File: config.mk
export PLATFORM = sky130hd
export DESIGN_NAME = encoder_16x4
export DESIGN_NICKNAME = d
export VERILOG_FILES = /design/src/rtl/encoder_16x4.sv
export SDC_FILE = /design/constraint.sdc
export NUM_CORES = 1
export LEC_CHECK = 0
export CAP_MARGIN = 20
export CORE_ASPECT_RATIO = 0.9
export CORE_MARGIN = 2
export CORE_UTILIZATION = 30
export CTS_BUF_LIST = sky130_fd_sc_hd__clkbuf_4 sky130_fd_sc_hd__clkbuf_8
export CTS_CLUSTER_SIZE = 24
export DETAILED_ROUTE_END_ITERATION = 7
export PLACE_DENSITY = 0.59
export RECOVER_POWER = 50
export SLEW_MARGIN = 20
export SYNTH_ARGS = -nofsm -noshare
export SYNTH_HDL_FRONTEND = slang
export SYNTH_SLANG_ARGS = --single-unit
export TNS_END_PERCENT = 50
File: constraint.sdc
create_clock -name clk -period 2 [get_ports clk]
set_clock_uncertainty 0.05 [all_clocks]
set_input_delay 0.6 -clock clk [delete_from_list [all_inputs] [get_ports clk]]
set_output_delay 0.6 -clock clk [all_outputs]
set_load 0.02 [all_outputs]
File: src/rtl/encoder_16x4.sv
// -----------------------------------------------------------------------------
// encoder_16x4
//
// Active-low 16-line event encoder. Each new high-to-low transition on a
// request line d_in[15:1] is captured as a pending event and reported as a
// 4-bit opcode (the line index, 1..15) over a valid/ready handshake, lowest
// index first. Line 0 is reserved because code 0 means "all lines high" to
// the matching 4x16 decoder, so it is never encoded.
//
// Parameters:
//   SYNC_STAGES  input synchronizer depth per line (0..3, 0 = already in clk)
//
// Ports:
//   clk          rising-edge clock
//   init_l       asynchronous active-low reset
//   d_in         request lines, active low (bit 0 ignored)
//   ready_in     consumer accepts opcode_out this cycle
//   ovr_clr_in   synchronous clear of overrun_out
//   opcode_out   encoded line index of the event in the output slot
//   valid_out    output slot holds an unconsumed event
//   overrun_out  sticky flag: an event arrived on an already-pending line
//   pending_out  pending event bits for lines 15..1
// -----------------------------------------------------------------------------
module encoder_16x4 #(
    parameter int SYNC_STAGES = 2
) (
    input  logic        clk,
    input  logic        init_l,
    input  logic [15:0] d_in,
    input  logic        ready_in,
    input  logic        ovr_clr_in,
    output logic [3:0]  opcode_out,
    output logic        valid_out,
    output logic        overrun_out,
    output logic [14:0] pending_out
);

    // Line 0 carries no event; it is deliberately left unconnected.
    logic        w_unused_line0;
    assign w_unused_line0 = d_in[0];

    logic [15:1] w_s;        // synchronized request lines
    logic [15:1] r_prev;     // w_s as seen at the previous edge
    logic [15:1] w_fall;     // new assertions this edge
    logic [15:1] r_pending;
    logic [15:1] w_lowest;   // one-hot of lowest pending line
    logic [15:1] w_grant;    // w_lowest qualified by a free output slot
    logic [3:0]  w_grant_idx;
    logic        w_free;
    logic        w_any;
    logic        w_ovr_set;
    logic        r_valid;
    logic [3:0]  r_opcode;
    logic        r_overrun;

    // ---------------------------------------------------------------------
    // Input synchronizer. Resets to all ones so that idle-high lines do not
    // look like fresh assertions when init_l releases.
    // ---------------------------------------------------------------------
    generate
        if (SYNC_STAGES == 0) begin : g_nosync
            assign w_s = d_in[15:1];
        end else begin : g_sync
            logic [15:1] r_sync [SYNC_STAGES];

            // NOTE: a flop array is reset element by element here on purpose;
            // it is a handful of synchronizer flops, not a RAM, and its reset
            // value is what defines "idle" for edge detection.
            always_ff @(posedge clk or negedge init_l) begin
                if (!init_l) begin
                    for (int i = 0; i < SYNC_STAGES; i++) begin
                        r_sync[i] <= '1;
                    end
                end else begin
                    // NOTE: non-blocking assignments make every stage sample
                    // the pre-edge value of its predecessor, forming a chain.
                    r_sync[0] <= d_in[15:1];
                    for (int i = 1; i < SYNC_STAGES; i++) begin
                        r_sync[i] <= r_sync[i-1];
                    end
                end
            end

            assign w_s = r_sync[SYNC_STAGES-1];
        end
    endgenerate

    // Previous sample also resets high, so a line already low at release is
    // reported exactly once.
    always_ff @(posedge clk or negedge init_l) begin
        if (!init_l) begin
            r_prev <= '1;
        end else begin
            r_prev <= w_s;
        end
    end

    assign w_fall = r_prev & ~w_s;

    // ---------------------------------------------------------------------
    // Arbitration: lowest pending index wins whenever the slot is free.
    // ---------------------------------------------------------------------
    assign w_free   = ~r_valid | ready_in;
    assign w_any    = |r_pending;
    assign w_lowest = r_pending & (~r_pending + 15'd1);
    assign w_grant  = w_free ? w_lowest : '0;

    // NOTE: every output of an always_comb gets a default before any branch,
    // otherwise paths that skip the assignment infer a latch.
    always_comb begin
        w_grant_idx = '0;
        for (int i = 1; i <= 15; i++) begin
            if (w_lowest[i]) begin
                w_grant_idx = 4'(i);
            end
        end
    end

    // A fall on a line that stays pending is a lost duplicate. The granted
    // line is excluded: its fall re-arms it as a new event.
    assign w_ovr_set = |(w_fall & r_pending & ~w_grant);

    always_ff @(posedge clk or negedge init_l) begin
        if (!init_l) begin
            r_pending <= '0;
        end else begin
            // Set is applied after clear so it wins on the same bit.
            r_pending <= (r_pending & ~w_grant) | w_fall;
        end
    end

    always_ff @(posedge clk or negedge init_l) begin
        if (!init_l) begin
            r_overrun <= 1'b0;
        end else if (w_ovr_set) begin
            r_overrun <= 1'b1;
        end else if (ovr_clr_in) begin
            r_overrun <= 1'b0;
        end
    end

    // ---------------------------------------------------------------------
    // Output slot: EMPTY (valid low) or FULL (valid high). Loads on a grant,
    // empties on a transfer with nothing pending, holds under backpressure.
    // ---------------------------------------------------------------------
    always_ff @(posedge clk or negedge init_l) begin
        if (!init_l) begin
            r_valid  <= 1'b0;
            r_opcode <= '0;
        end else if (w_free) begin
            if (w_any) begin
                r_valid  <= 1'b1;
                r_opcode <= w_grant_idx;
            end else begin
                r_valid  <= 1'b0;
            end
        end
    end

    assign opcode_out  = r_opcode;
    assign valid_out   = r_valid;
    assign overrun_out = r_overrun;
    assign pending_out = r_pending;

endmodule

==> results.sh <==
export IMPL_clk_pin_slew_ns=0.07
export IMPL_drtPass1Iterations=4
export IMPL_initial_core_util=0.313
export IMPL_gp_congestion=0.820
export IMPL_num_antenna_cells=0
export IMPL_ys_ff_latch=66
export IMPL_ys_warnings_count=0
export IMPL_fp_dieH_um=88.7
export IMPL_routed_wl_um=4860
export IMPL_synth_top_area_frac=0.495
export IMPL_synthTopCellsByArea="dfstp_2 50%, dfrtp_1 22%, o21ai_0 2.3%, inv_1 2.0%, nor2_1 1.7%"
export IMPL_period_needed_ns=2.06
export IMPL_required_ns=2.16
export IMPL_die_area_sq_um=8690
export IMPL_path_class="in -> reg"
export IMPL_path_cells="clkdlybuf4s50_1 > nor2b_2 > a31o_2 > a21oi_1 > o2111ai_1 > or4_1"
export IMPL_drc=0
export IMPL_place_area_sq_um=3110
export IMPL_path_buf_inv=1
export IMPL_die_w_um=98.1
export IMPL_synth_flop_cell="dfstp_2"
export IMPL_slew_violations=0
export IMPL_cts_root_buf="clkbuf_8"
export IMPL_synth_fp_nets=202
export IMPL_cpPeakStageDelay_ns=0.51
export IMPL_drt_wirelength_per_cell_um=13.6
export IMPL_final_nets=276
export IMPL_ys_async_sr_fraction=1.00
export IMPL_clkSinkCount=66
export IMPL_grt_pass1_wl_um=7920
export IMPL_synth_edf_count=0
export IMPL_fillers=711
export IMPL_p_total_w=0.00294
export IMPL_pin_count=41
export IMPL_critPathMaxFanout=7
export IMPL_clk_latency_ns=0.34
export IMPL_ir_worst_vdd_mv=0.394
export IMPL_drt_initial_drc_count=81
export IMPL_switching_share=0.216
export IMPL_dp_hpwl_um=3520
export IMPL_max_clock_freq_mhz=485
export IMPL_setup_violations_final=1
export IMPL_drive_above_1_share=0.383
export IMPL_p_clk_frac=0.406
export IMPL_core_area_sq_um=7620
export IMPL_place_ws_ns=-0.511
export IMPL_min_path_type="reg -> reg"
export IMPL_final_cell_area_sq_um=3330
export IMPL_grt_max_degree=67
export IMPL_port_buffers=39
export IMPL_grt_ovfl_total=0
export IMPL_cts_buffer_depth=2
export IMPL_viasPerCell=4.52
export IMPL_area_growth_pct=39.4
export IMPL_cap_violations=0
export IMPL_cts_hold_buf=0
export IMPL_grt_pass1_vias=1616
export IMPL_ys_types=35
export IMPL_hold_viol=0
export IMPL_p_int_w=0.00231
export IMPL_antenna_found_initial=0
export IMPL_max_slew_margin=0.0729
export IMPL_rows=30
export IMPL_ant_nets=0
export IMPL_tightest_slew_ns=1.39
export IMPL_leakage_nw=1.37
export IMPL_cts_setup_buffers=0
export IMPL_power_frac_seq=0.502
export IMPL_setup_ws_ns=-0.0600
export IMPL_cp_data_arrival_time_ns=2.22
export IMPL_finalSetupTns_ns=-0.0600
export IMPL_rsz0062_at_grt="true"
export IMPL_crit_family="simple AND/OR/NAND/NOR gates"
export IMPL_cts_tree="done"
export IMPL_p_sw_w=0.000635
export IMPL_grtUsageTotal=0.122
export IMPL_fin_crit_sh=1.03
export IMPL_yosysTopAreaCell="dfstp_2"
export IMPL_numCtsBuffers=9
export IMPL_synth_seq_area_share=0.715
export IMPL_p_comb_frac=0.092
export IMPL_end_kind="flip-flop"
export IMPL_pwr_density_cell_nw_per_um2=883
export IMPL_synth_avg_cell_area_sq_um=13.1
export IMPL_layout_common_cells="40 x dfstp_2, 28 x buf_4, 20 x clkdlybuf4s50_1"
export IMPL_mostFrequentLayoutCell="dfstp_2"
export IMPL_synth_area_sq_um=2390
export IMPL_h_tree_depth=3
export IMPL_outcome="finished with violations"
export IMPL_start_kind="input port"
export IMPL_synthCells=182
export IMPL_violations="negative setup slack"
export IMPL_route_vias_total=1614
export IMPL_crit_slowest_cell="clkdlybuf4s50_1"
Yosys cell counts (all sizes together), types with 3 or more instances:
cell type and instances:
dfrtp 21, nand4 3, nand2b 5, clkbuf 4, nand3b 4, inv 13, a21oi 8, nor2b 5
o21ai 13, nor2 11, dfstp 45, a21o 4, nand3 6, o31ai 5, nor3 3, nand2 10
kinds of logic (layout without fill, tap and decap cells):
logic type             count (synthesis)  after routing  share of synthesized area
buffers and inverters                 18             97                     0.0288
and+or+nand+nor                       55             55                      0.139
DFF                                   66             66                      0.715
AOI/OAI and AO/OA                     43             43                      0.117
through the flow:
stage / std cells / utilization / hold slack (ns)
2_1_floorplan: 182 / - / 0.254
3_3_place_gp: 341 / 0.408 / 0.296
3_5_place_dp: 341 / 0.408 / 0.297
4_1_cts: 357 / 0.438 / 0.222
5_1_grt: 357 / 0.437 / 0.311
6_report: 357 / 0.437 / 0.303
power groups by stage:
| stage | Sequential, W | Clock, W | Combinational, W |
|---|---|---|---|
| after CTS | 0.00148 | 0.00124 | 0.000279 |
| final | 0.00148 | 0.00120 | 0.000270 |
| after global placement | 0.00150 | 0 | 0.000280 |
| after global routing | 0.00148 | 0.00132 | 0.000295 |
| after floorplan | 0.00152 | 0 | 0.0000889 |
| after detailed placement | 0.00150 | 0 | 0.000283 |
layout make-up:
| type | instances | area (sq um) | share of cell area |
|---|---|---|---|
| Clock buffer | 15 | 194 | 0.0582 |
| Clock inverter | 1 | 30.0 | 0.00902 |
| Inverter | 13 | 48.8 | 0.0147 |
| Multi-Input combinational cell | 98 | 637 | 0.191 |
| Sequential cell | 66 | 1710 | 0.514 |
| Tap cell | 96 | 120 | 0.0361 |
| Timing Repair Buffer | 68 | 589 | 0.177 |
worst register-to-register path, stage by stage, from the launching register on:
cell and delay (ns):
dfrtp_1 0.41, nor4_4 0.35, buf_4 0.19, o221ai_1 0.12, a21oi_1 0.17, o2111ai_1 0.12, or4_1 0.46
sequential cells by signal, indices dropped and copies added (netlist names):
register / cells
pending_out: 15
overrun_out: 1
opcode_out: 4
r_prev: 15
valid_out: 1
g_sync.r_sync: 15
w_s: 15
what timing repair did:
item	4_1_cts	5_1_grt
resized for setup	22	3
endpoints found under the setup margin	15	4
pin swaps	1	1
per-layer routing:
metal	part of all wire	up-vias	wire length (um)	track usage
met3	0.060	8	291	0.0585
met2	0.44	41	2160	0.180
met5	0	-	0	0
met4	0.014	0	66	0.0518
met1	0.48	779	2340	0.155
li1	-	786	-	-
worst paths after layout:
check	start	end	slack, ns	cells after the start
worst max register to register	pending_out[4]$_DFF_PN0_	overrun_out$_DFFE_PN0P_	0	6
max in group asynchronous	init_l	pending_out[0]$_DFF_PN0_	0.32	2
worst min-delay path	g_sync.r_sync[29]$_DFF_PN1_	w_s[15]$_DFF_PN1_	0.30	0
min in group asynchronous	init_l	pending_out[4]$_DFF_PN0_	0.63	2
worst max-delay path	ready_in	overrun_out$_DFFE_PN0P_	-0.06	6
worst min register to register	g_sync.r_sync[29]$_DFF_PN1_	w_s[15]$_DFF_PN1_	0.30	0
Power figures use the tool's default switching activity.
